### config.mk
export PLATFORM = sky130hd
export DESIGN_NAME = dram_pattern_tester
export DESIGN_NICKNAME = d
export VERILOG_FILES = /design/src/rtl/dram_pattern_tester.sv
export SDC_FILE = /design/constraint.sdc
export NUM_CORES = 1
export LEC_CHECK = 0
export CAP_MARGIN = 15
export CELL_PAD_IN_SITES_DETAIL_PLACEMENT = 0
export CELL_PAD_IN_SITES_GLOBAL_PLACEMENT = 1
export CORE_MARGIN = 2
export CORE_UTILIZATION = 25
export DETAILED_ROUTE_END_ITERATION = 12
export PLACE_DENSITY_LB_ADDON = 0.1
export SLEW_MARGIN = 20
export SYNTH_ARGS = -nofsm -noshare
export SYNTH_HDL_FRONTEND = slang
export SYNTH_SLANG_ARGS = --single-unit
### constraint.sdc
create_clock -name user_clk -period 2.8 [get_ports user_clk]
set_input_delay 0.28 -clock user_clk [delete_from_list [all_inputs] [get_ports user_clk]]
set_output_delay 0.28 -clock user_clk [all_outputs]
set_load 0.01 [all_outputs]
### src/rtl/dram_pattern_tester.sv
// dram_pattern_tester: Wishbone master that sweeps a DRAM word range twice.
// Phase 0 writes and reads back an address-derived pattern P(a); phase 1 does
// the same with ~P(a). Mismatches and bus errors are counted (saturating), the
// first failing address is latched, and pass/fail/timeout flags are reported.
//
// Ports:
//   user_clk, user_rst        clock, synchronous active-high reset
//   start                     begin a test (sampled in IDLE only)
//   init_done, init_error     litedram calibration status
//   wb_adr/wb_dat_w/wb_sel/wb_cyc/wb_stb/wb_we   wishbone master outputs
//   wb_dat_r/wb_ack/wb_err    wishbone slave responses
//   busy, done, pass, fail, timeout             test status
//   error_count, first_err_addr                 error reporting
module dram_pattern_tester #(
  parameter int unsigned ADDR_WIDTH     = 25,
  parameter int unsigned DATA_WIDTH     = 256,
  parameter int unsigned SEL_WIDTH      = DATA_WIDTH / 8,
  parameter int unsigned START_ADDR     = 0,
  parameter int unsigned NUM_WORDS      = 1024,
  parameter logic [31:0] SEED           = 32'h5EED_0000,
  parameter int unsigned TIMEOUT_CYCLES = 4096,
  parameter int unsigned ERR_CNT_WIDTH  = 16
) (
  input  logic                     user_clk,
  input  logic                     user_rst,
  input  logic                     start,
  input  logic                     init_done,
  input  logic                     init_error,
  output logic [ADDR_WIDTH-1:0]    wb_adr,
  output logic [DATA_WIDTH-1:0]    wb_dat_w,
  input  logic [DATA_WIDTH-1:0]    wb_dat_r,
  output logic [SEL_WIDTH-1:0]     wb_sel,
  output logic                     wb_cyc,
  output logic                     wb_stb,
  output logic                     wb_we,
  input  logic                     wb_ack,
  input  logic                     wb_err,
  output logic                     busy,
  output logic                     done,
  output logic                     pass,
  output logic                     fail,
  output logic                     timeout,
  output logic [ERR_CNT_WIDTH-1:0] error_count,
  output logic [ADDR_WIDTH-1:0]    first_err_addr
);

  localparam int unsigned LANES = DATA_WIDTH / 32;
  localparam int unsigned IDX_W = (NUM_WORDS > 1) ? $clog2(NUM_WORDS) : 1;
  localparam int unsigned TMO_W = $clog2(TIMEOUT_CYCLES + 1);
  localparam logic [IDX_W-1:0] LAST_IDX = IDX_W'(NUM_WORDS - 1);
  // Loaded with N-1 so that the transaction is abandoned after exactly N wait cycles.
  localparam logic [TMO_W-1:0] TMO_LOAD = TMO_W'(TIMEOUT_CYCLES - 1);

  typedef enum logic [2:0] {
    S_IDLE, S_WR_REQ, S_WR_WAIT, S_RD_REQ, S_RD_WAIT, S_COMPARE, S_DONE
  } state_t;

  state_t                   r_state, state_nxt;
  logic                     r_phase, phase_nxt;
  logic [IDX_W-1:0]         r_index, index_nxt;
  logic [TMO_W-1:0]         r_tmo, tmo_nxt;
  logic [DATA_WIDTH-1:0]    r_rd_data, rd_data_nxt;
  logic                     r_rd_err, rd_err_nxt;
  logic                     r_abort, abort_nxt;
  logic [ADDR_WIDTH-1:0]    r_wb_adr, wb_adr_nxt;
  logic [DATA_WIDTH-1:0]    r_wb_dat_w, wb_dat_w_nxt;
  logic                     r_wb_we, wb_we_nxt;
  logic                     r_wb_cyc, wb_cyc_nxt;
  logic                     r_busy, busy_nxt;
  logic                     r_done, done_nxt;
  logic                     r_pass, pass_nxt;
  logic                     r_fail, fail_nxt;
  logic                     r_timeout, timeout_nxt;
  logic [ERR_CNT_WIDTH-1:0] r_err_cnt, err_cnt_nxt;
  logic [ADDR_WIDTH-1:0]    r_first_err, first_err_nxt;

  logic [ADDR_WIDTH-1:0]    w_req_adr;
  logic [DATA_WIDTH-1:0]    w_req_dat;
  logic                     w_last;
  logic                     w_bad;
  logic                     w_pass;
  logic [ERR_CNT_WIDTH-1:0] w_cnt_inc;

  // Address-derived pattern, lane i = a ^ SEED ^ (i * 0x01010101), inverted in phase 1.
  function automatic logic [DATA_WIDTH-1:0] f_pattern(input logic [ADDR_WIDTH-1:0] adr,
                                                      input logic inv);
    logic [DATA_WIDTH-1:0] res;
    logic [31:0]           lane;
    res = '0;
    for (int i = 0; i < int'(LANES); i++) begin
      lane = 32'(adr) ^ SEED ^ (32'(i) * 32'h0101_0101);
      res[32*i +: 32] = inv ? ~lane : lane;
    end
    return res;
  endfunction

  assign w_req_adr = ADDR_WIDTH'(START_ADDR) + ADDR_WIDTH'(r_index);
  assign w_req_dat = f_pattern(w_req_adr, r_phase);
  assign w_last    = (r_index == LAST_IDX);
  assign w_bad     = r_rd_err || (r_rd_data != f_pattern(r_wb_adr, r_phase));
  assign w_pass    = (r_err_cnt == '0) && !r_timeout && !r_abort;
  assign w_cnt_inc = (r_err_cnt == {ERR_CNT_WIDTH{1'b1}}) ? r_err_cnt
                                                          : r_err_cnt + ERR_CNT_WIDTH'(1);

  // State register.
  always_ff @(posedge user_clk) begin
    if (user_rst) r_state <= S_IDLE;
    else          r_state <= state_nxt;
  end

  // Next-state and next-register logic.
  always_comb begin
    state_nxt     = r_state;
    phase_nxt     = r_phase;
    index_nxt     = r_index;
    tmo_nxt       = r_tmo;
    rd_data_nxt   = r_rd_data;
    rd_err_nxt    = r_rd_err;
    abort_nxt     = r_abort;
    wb_adr_nxt    = r_wb_adr;
    wb_dat_w_nxt  = r_wb_dat_w;
    wb_we_nxt     = r_wb_we;
    wb_cyc_nxt    = r_wb_cyc;
    busy_nxt      = r_busy;
    done_nxt      = r_done;
    pass_nxt      = r_pass;
    fail_nxt      = r_fail;
    timeout_nxt   = r_timeout;
    err_cnt_nxt   = r_err_cnt;
    first_err_nxt = r_first_err;

    case (r_state)
      S_IDLE: begin
        // Without calibration status the start request is dropped entirely.
        if (start && (init_done || init_error)) begin
          done_nxt      = 1'b0;
          pass_nxt      = 1'b0;
          fail_nxt      = 1'b0;
          timeout_nxt   = 1'b0;
          err_cnt_nxt   = '0;
          first_err_nxt = '0;
          busy_nxt      = 1'b1;
          phase_nxt     = 1'b0;
          index_nxt     = '0;
          abort_nxt     = init_error;
          state_nxt     = init_error ? S_DONE : S_WR_REQ;
        end
      end

      S_WR_REQ: begin
        wb_adr_nxt   = w_req_adr;
        wb_dat_w_nxt = w_req_dat;
        wb_we_nxt    = 1'b1;
        wb_cyc_nxt   = 1'b1;
        tmo_nxt      = TMO_LOAD;
        state_nxt    = S_WR_WAIT;
      end

      S_WR_WAIT: begin
        if (r_wb_cyc && (wb_ack || wb_err)) begin
          wb_cyc_nxt = 1'b0;
          wb_we_nxt  = 1'b0;
          if (wb_err) begin
            err_cnt_nxt = w_cnt_inc;
            if (r_err_cnt == '0) first_err_nxt = r_wb_adr;
          end
          if (w_last) begin
            index_nxt = '0;
            state_nxt = S_RD_REQ;
          end else begin
            index_nxt = r_index + IDX_W'(1);
            state_nxt = S_WR_REQ;
          end
        end else if (r_tmo == '0) begin
          wb_cyc_nxt  = 1'b0;
          wb_we_nxt   = 1'b0;
          timeout_nxt = 1'b1;
          state_nxt   = S_DONE;
        end else begin
          tmo_nxt = r_tmo - TMO_W'(1);
        end
      end

      S_RD_REQ: begin
        wb_adr_nxt = w_req_adr;
        wb_we_nxt  = 1'b0;
        wb_cyc_nxt = 1'b1;
        tmo_nxt    = TMO_LOAD;
        state_nxt  = S_RD_WAIT;
      end

      S_RD_WAIT: begin
        // err wins over a simultaneous ack: the word is flagged bad.
        if (r_wb_cyc && (wb_ack || wb_err)) begin
          rd_err_nxt = wb_err;
          if (!wb_err) rd_data_nxt = wb_dat_r;
          wb_cyc_nxt = 1'b0;
          state_nxt  = S_COMPARE;
        end else if (r_tmo == '0) begin
          wb_cyc_nxt  = 1'b0;
          timeout_nxt = 1'b1;
          state_nxt   = S_DONE;
        end else begin
          tmo_nxt = r_tmo - TMO_W'(1);
        end
      end

      S_COMPARE: begin
        if (w_bad) begin
          err_cnt_nxt = w_cnt_inc;
          if (r_err_cnt == '0) first_err_nxt = r_wb_adr;
        end
        if (w_last) begin
          index_nxt = '0;
          if (!r_phase) begin
            phase_nxt = 1'b1;
            state_nxt = S_WR_REQ;
          end else begin
            state_nxt = S_DONE;
          end
        end else begin
          index_nxt = r_index + IDX_W'(1);
          state_nxt = S_RD_REQ;
        end
      end

      S_DONE: begin
        busy_nxt  = 1'b0;
        done_nxt  = 1'b1;
        pass_nxt  = w_pass;
        fail_nxt  = !w_pass;
        state_nxt = S_IDLE;
      end

      default: state_nxt = S_IDLE;
    endcase
  end

  // Datapath and status registers.
  always_ff @(posedge user_clk) begin
    if (user_rst) begin
      r_phase     <= 1'b0;
      r_index     <= '0;
      r_tmo       <= '0;
      r_rd_data   <= '0;
      r_rd_err    <= 1'b0;
      r_abort     <= 1'b0;
      r_wb_adr    <= '0;
      r_wb_dat_w  <= '0;
      r_wb_we     <= 1'b0;
      r_wb_cyc    <= 1'b0;
      r_busy      <= 1'b0;
      r_done      <= 1'b0;
      r_pass      <= 1'b0;
      r_fail      <= 1'b0;
      r_timeout   <= 1'b0;
      r_err_cnt   <= '0;
      r_first_err <= '0;
    end else begin
      r_phase     <= phase_nxt;
      r_index     <= index_nxt;
      r_tmo       <= tmo_nxt;
      r_rd_data   <= rd_data_nxt;
      r_rd_err    <= rd_err_nxt;
      r_abort     <= abort_nxt;
      r_wb_adr    <= wb_adr_nxt;
      r_wb_dat_w  <= wb_dat_w_nxt;
      r_wb_we     <= wb_we_nxt;
      r_wb_cyc    <= wb_cyc_nxt;
      r_busy      <= busy_nxt;
      r_done      <= done_nxt;
      r_pass      <= pass_nxt;
      r_fail      <= fail_nxt;
      r_timeout   <= timeout_nxt;
      r_err_cnt   <= err_cnt_nxt;
      r_first_err <= first_err_nxt;
    end
  end

  // cyc and stb share one register so they can never diverge.
  assign wb_adr         = r_wb_adr;
  assign wb_dat_w       = r_wb_dat_w;
  assign wb_sel         = {SEL_WIDTH{1'b1}};
  assign wb_cyc         = r_wb_cyc;
  assign wb_stb         = r_wb_cyc;
  assign wb_we          = r_wb_we;
  assign busy           = r_busy;
  assign done           = r_done;
  assign pass           = r_pass;
  assign fail           = r_fail;
  assign timeout        = r_timeout;
  assign error_count    = r_err_cnt;
  assign first_err_addr = r_first_err;

endmodule

==> results of run 1 <==
[synthesized netlist by cell type (24+ instances only)]
master,count
sky130_fd_sc_hd__a21oi_1,323
sky130_fd_sc_hd__buf_4,304
sky130_fd_sc_hd__clkbuf_1,116
sky130_fd_sc_hd__dfxtp_1,345
sky130_fd_sc_hd__nand2_1,602
sky130_fd_sc_hd__nand3_1,39
sky130_fd_sc_hd__nand4_1,37
sky130_fd_sc_hd__nor2_1,65
sky130_fd_sc_hd__nor3_1,28
sky130_fd_sc_hd__o21ai_0,27
sky130_fd_sc_hd__xnor2_1,26
sky130_fd_sc_hd__xor2_1,24
[layer usage]
layer / up-vias / wire length [um] / share of wire / GRT usage
li1: 8361 / - / - / -
met1: 8090 / 30600 / 0.42 / 0.230
met2: 494 / 35800 / 0.49 / 0.330
met3: 107 / 3580 / 0.049 / 0.0307
met4: 6 / 2630 / 0.036 / 0.0768
met5: - / 44 / 0.00061 / 0
[worst register-to-register path, stage by stage, from the launching register on]
cell and delay [ns]:
sky130_fd_sc_hd__dfxtp_4 0.39, sky130_fd_sc_hd__buf_12 0.15, sky130_fd_sc_hd__buf_8 0.12, sky130_fd_sc_hd__or4_4 0.42
sky130_fd_sc_hd__nor4_4 0.15, sky130_fd_sc_hd__buf_4 0.17, sky130_fd_sc_hd__o22ai_2 0.07, sky130_fd_sc_hd__or4_4 0.44
sky130_fd_sc_hd__nor4_2 0.13, sky130_fd_sc_hd__and4b_2 0.37, sky130_fd_sc_hd__buf_12 0.14, sky130_fd_sc_hd__nor2_4 0.05
sky130_fd_sc_hd__mux2_4 0.30
[path summary, 6_finish.rpt]
kind                                    start                              to  slack [ns]  cells past startpoint
setup / recovery         r_phase$_SDFFE_PP0P_  first_err_addr[8]$_SDFFE_PP0P_       -0.20                     12
hold / removal                       user_rst           r_tmo[9]$_SDFFE_PP0P_        0.07                      2
setup reg to reg         r_phase$_SDFFE_PP0P_  first_err_addr[8]$_SDFFE_PP0P_       -0.20                     12
hold reg to reg   r_rd_data[171]$_SDFFE_PP0P_     r_rd_data[171]$_SDFFE_PP0P_        0.46                      2
[what timing repair did]
action,in CTS,in global routing
setup endpoints to repair,26,30
gates cloned,3,0
gates resized for setup,53,34
pin swaps,35,29
buffers inserted,11,4
[layout make-up]
cell class	instances	area (um2)
Clock buffer	64	1270
Tap cell	940	1180
Timing Repair Buffer	757	7360
Antenna cell	3	7.51
Clock inverter	7	75.1
Multi-Input combinational cell	1556	8490
Inverter	22	85.1
Fill cell	7298	44800
Sequential cell	345	6920
[per-stage QoR]
stage,utilization,setup TNS (ns),total power [mW]
after global placement,0.335,-8.85,8.39
final,0.362,-2.34,13.8
after global routing,0.362,-5.90,14.4
after detailed placement,0.335,-10.05,8.41
after floorplan,-,0,7.22
after CTS,0.359,-4.85,13.9
[layout by cell type (no fill, tap or decap), drive strengths merged, types with 24 or more instances in the layout]
cell type / count
a21oi: 323
nand4: 37
nor3: 28
dfxtp: 345
xor2: 24
buf: 196
xnor2: 26
o21ai: 38
nand2: 602
clkdlybuf4s50: 561
nand3: 39
clkbuf: 64
nor2: 67
conb: 62
[flip-flops by register name (all words and copies together), names as in the netlist]
signal / flops
r_tmo: 13
done: 1
r_state: 3
pass: 1
first_err_addr: 10
fail: 1
wb_adr: 10
r_rd_data: 256
wb_we: 1
r_abort: 1
r_phase: 1
wb_cyc: 1
error_count: 16
wb_dat_w: 17
r_index: 10
r_rd_err: 1
busy: 1
timeout: 1
[power by group]
part           leakage (nW)  internal, mW  total [mW]  switching (mW)
registers              2.79          5.07        5.28           0.205
logic                  5.40          1.62        3.11            1.49
clock network         0.661          3.19        5.40            2.20
total                  8.85          9.88        13.8            3.89
[logic make-up (layout without fill, tap and decap cells)]
group                    count (synthesis)  in the layout  share of synthesized area
flip-flops                             345            345                      0.390
buffers and inverters                  461            850                      0.164
XOR/XNOR                                50             50                     0.0247
AND/OR/NAND/NOR                        952            953                      0.254
multiplexers                            19             19                     0.0112
adder cells (fa/ha/maj)                  4              4                    0.00282
AO/OA/AOI/OAI                          468            468                      0.154
other                                    2             65                   0.000424
==> results.md, run 1 <==
* Slowest stage cell, crit path: sky130_fd_sc_hd__or4_4
* Per-cell routed wire length at 19.7 um
* Critical Path End Type: flip-flop
* Die Width at 270 um
* Part of the Yosys area used for sequential elements at 0.390
* Cells traversed along the worst timing path: buf_12 > buf_8 > or4_4 > nor4_4 > buf_4 > o22ai_2 > or4_4 > nor4_2 > and4b_2 > buf_12 > nor2_4 > mux2_4
* Drt first-iter violations at 987
* Slew at the pin with the worst max-slew slack at 0.744 ns
* Power density over the cells at 543 nW/um2
* First-pass GRT wire length at 106 mm
* Half-perimeter wire length after detailed placement at 55.4 mm
* Setup skew after layout at 0.0244 ns
* Type of the worst setup path: flip-flop to flip-flop
* Synthesis-to-finish area growth at 43.1%
* Core Footprint at 70100 um2
* Placed standard-cell area at 23500 um2
* Maximum operating frequency at 334 MHz
* Tightest hold margin at 0.0655 ns
* Placed Instances at 3604
* Hold crit path type: primary input to flip-flop
* Vias post-DR at 17100
* Fraction of synthesis flops using an asynchronous set or reset pin at 0
* Row cnt at 97
* Violated checks: negative setup slack
* Primary flip-flop cell chosen by synthesis mapping: sky130_fd_sc_hd__dfxtp_1
* Remaining routing DRC violations at 0
* Number of register bits inferred by synthesis at 345
* Arrival time at the worst endpoint at 3.46 ns
* Clock latency on the worst-skew pair at 0.58 ns
* Largest net degree at the start of global routing at 129
* Total standard cell area after synthesis at 17700 um2
* Initial core utilization at 0.253
* Global routing usage summed across all routing layers at 0.189
* CTS max path bufs at 3
* Final Hold Vio Count at 0
* Crit path max fanout at 5
* Pre-CTS setup slack at -0.477 ns
* CTS tree: done
* Period minus WS final at 3.00 ns
* Sink count of the clock tree at 345
* Die height at 270 um
* Top cells by area in the synthesized netlist: sky130_fd_sc_hd__dfxtp_1 39%, sky130_fd_sc_hd__buf_4 13%, sky130_fd_sc_hd__nand2_1 13%
* Max capacitance violation total at 0
* Max rail drop VDD at 0.339 mV
* Distinct cell type count of the synthesized netlist at 76
* Gate Count Post-Synth at 2301
* RSZ-0062 raised after global routing: true
* Cell chosen for the clock root: sky130_fd_sc_hd__clkbuf_16
* Critical path's largest stage delay at 0.44 ns
* Final count of negative-setup-slack endpoints at 26
* Total I/O pin count at 625
* Synth warn at 0
* Non-filler cells, final at 3694
* Routed via count divided by cell count at 4.62
* Required time worst endpoint at 3.26 ns
* Count of H-tree levels built during CTS at 2
* Number of buffers inserted during clock tree synthesis at 43
* Fin worst setup slack at -0.198 ns
* Total overflow reported by the global router at 0
* Final weighted congestion in routability-driven placement at 0.855
* Category of cells accounting for the largest share of critical-path delay: simple AND/OR/NAND/NOR gates
* Average cell area after synthesis at 7.71 um2
* Share of the clock period used by the worst path at 1.07
* Critical path startpoint category: flip-flop
* Total leakage power at 8.85 nW
* Die Area at 73100 um2
* Vias in the first global route at 16900
* Count of buffers from port buffering at 562
* Number of enable flip-flop cells after synthesis at 0
* Antenna Violating Nets Remaining at 0
* Max transition margin at 0.504
* Antenna violations before repair at 8
* Number of nets in the layout at 2992
* WL final at 72.6 mm
* Clk pin slew, worst setup/hold paths at 0.06 ns
* Max Slew Vio Count at 0
* Post-synth top area share at 0.390
* Count of buffering cells on the critical path with inverters included at 4
* Proportion of layout cells with a drive suffix above 1 at 0.119
* CTS Hold Buffers Added at 0
* Finished layout cell area at 25400 um2
* Result of the run: finished with violations
* Post-synth top area cell: sky130_fd_sc_hd__dfxtp_1
* Total iterations of the first detailed-routing run at 5
No activity file was read; power rests on OpenSTA's default activity.
==> inputs of run 2 (changes only) <==
- CORE_ASPECT_RATIO: unset -> 0.5
==> results.md, run 2 (synthesis gave the netlist of run 1 again) <==
* Result of the run: finished with violations
* Violated checks: negative setup slack
* Drt first-iter violations at 885
* WL final at 69.5 mm
* Count of buffers from port buffering at 562
* Power density over the cells at 536 nW/um2
* Critical Path End Type: flip-flop
* Count of H-tree levels built during CTS at 2
* Die Area at 73200 um2
* Final Hold Vio Count at 0
* Tightest hold margin at 0.165 ns
* Total iterations of the first detailed-routing run at 6
* Max Slew Vio Count at 0
* Slowest stage cell, crit path: sky130_fd_sc_hd__or4bb_1
* Number of buffers inserted during clock tree synthesis at 37
* Maximum operating frequency at 346 MHz
* Overall power of the completed layout at 13.5 mW
* First-pass GRT wire length at 101 mm
* Flip-flop count of the largest register after layout at 256
* Total area of multi-input combinational cells at 8470 um2
* Remaining routing DRC violations at 0
* Area occupied by registers at 6910 um2
* CTS max path bufs at 3
* Register bank with the most flops: r_rd_data
* Crit path max fanout at 3
* Synthesis-to-finish area growth at 41.9%
* Largest net degree at the start of global routing at 100
* Max capacitance violation total at 0
* Finished layout cell area at 25200 um2
* Per-cell routed wire length at 18.9 um
* Layout fillers at 7388
* Critical path startpoint category: flip-flop
* Most common library cell in the layout ignoring fill and taps: sky130_fd_sc_hd__nand2_1
* Vias in the first global route at 16100
* Proportion of layout cells with a drive suffix above 1 at 0.110
* Vias post-DR at 16700
* Clk pin slew, worst setup/hold paths at 0.06 ns
* Cells traversed along the worst timing path: or4bb_1 > or4_4 > a22oi_2 > nand4_1 > nor4_4 > buf_4 > nand4_1 > buf_6 > and3_4 > o221a_1
* Setup TNS at -1.03 ns
* Total overflow reported by the global router at 0
* Share of the clock period used by the worst path at 1.03
* Core Footprint at 69600 um2
* Antenna Violating Nets Remaining at 0
* Cell chosen for the clock root: sky130_fd_sc_hd__clkbuf_16
* Antenna violations before repair at 8
* Half-perimeter wire length after detailed placement at 52.9 mm
* CTS tree: done
* Max rail drop VDD at 0.322 mV
* Die height at 192 um
* Die Width at 381 um
* Final weighted congestion in routability-driven placement at 0.857
* Period minus WS final at 2.89 ns
* Hold Crit Depth at 2
* CTS Hold Buffers Added at 0
* Total I/O pin count at 625
* Placed standard-cell area at 23500 um2
* Number of nets in the layout at 2966
* Type of the worst setup path: flip-flop to flip-flop
* RSZ-0062 raised after global routing: true
* Hold crit path type: primary input to flip-flop
* Fin worst setup slack at -0.0906 ns
* Worst path most repeated cell: sky130_fd_sc_hd__nand4_1
* Slew at the pin with the worst max-slew slack at 0.761 ns
* Setup skew after layout at 0.0160 ns
* Final core utilization at 0.362
* Row cnt at 68
* Initial core utilization at 0.255
* Arrival time at the worst endpoint at 3.33 ns
* Sink count of the clock tree at 345
* Final count of negative-setup-slack endpoints at 26
* Routed via count divided by cell count at 4.56
* Leading cell types in the layout, fill and taps excluded: 600 x sky130_fd_sc_hd__nand2_1, 561 x sky130_fd_sc_hd__clkdlybuf4s50_1, 341 x sky130_fd_sc_hd__dfxtp_1
* Critical path's largest stage delay at 0.53 ns
* Total leakage power at 8.69 nW
* Worst reg-to-reg path cell count at 10
* Required time worst endpoint at 3.24 ns
* Clock latency on the worst-skew pair at 0.55 ns
* Global routing usage summed across all routing layers at 0.180
* Max transition margin at 0.493
==> run 2: changes by cell type in the layout (fill, tap and decap cells not counted), sizes merged <==
cell,delta
clkbuf,-6
clkinvlp,+2
buf,-21
clkinv,-2
inv,-1
bufinv,+2
==> run 2: final timing paths <==
kind	slack [ns]	start	endpoint
worst max-delay path	-0.09	r_rd_data[179]$_SDFFE_PP0P_	error_count[12]$_SDFFE_PP0P_
worst min-delay path	0.17	user_rst	r_rd_data[86]$_SDFFE_PP0P_
worst max register to register	-0.09	r_rd_data[179]$_SDFFE_PP0P_	error_count[12]$_SDFFE_PP0P_
worst min register to register	0.45	wb_dat_w[254]$_SDFFE_PP0P_	wb_dat_w[254]$_SDFFE_PP0P_
==> run 2: routing by layer <==
metal  GRT usage  up-vias  share of wire
met5           0        -        0.00039
met4      0.0333        4          0.014
met3      0.0339       67          0.048
met2       0.322      383           0.50
met1       0.227     7983           0.44
li1            -     8303              -
==> run 2: per-stage QoR <==
stage	worst slack, ns	std cells
after global routing	-0.259	3672
after global placement	-0.481	3598
final	-0.0906	3673
after detailed placement	-0.614	3598
after floorplan	0.197	2361
after CTS	-0.233	3670
==> run 2: critical path: cells and delay by family (launching register included) <==
family,cells,cell delay [ns]
flip-flops,1,0.31
buffers and inverters,2,0.32
AND/OR/NAND/NOR,6,1.63
AO/OA/AOI/OAI,2,0.52
==> run 2: power breakdown <==
group | internal [mW] | switching, mW | total (mW)
Combinational | 1.62 | 1.45 | 3.07
Sequential | 5.06 | 0.165 | 5.23
Clock | 3.05 | 2.14 | 5.19
Total | 9.74 | 3.76 | 13.5
==> run 2: cell type report <==
cell class                 count  share of cell area
sequential                   345               0.275
antenna                        3            0.000298
clock buffer                  57              0.0449
inverter                      22             0.00328
clock inverter                 8             0.00477
timing repair buffer         737               0.288
tap                          945              0.0470
multi-input combinational   1556               0.337
==> run 2: timing repair <==
action,4_1_cts,5_1_grt
buffers inserted,5,0
endpoints found under the setup margin,26,26
gates resized for setup,38,37
endpoints found under the hold margin,0,0
pin swaps,25,18
cloned,2,1
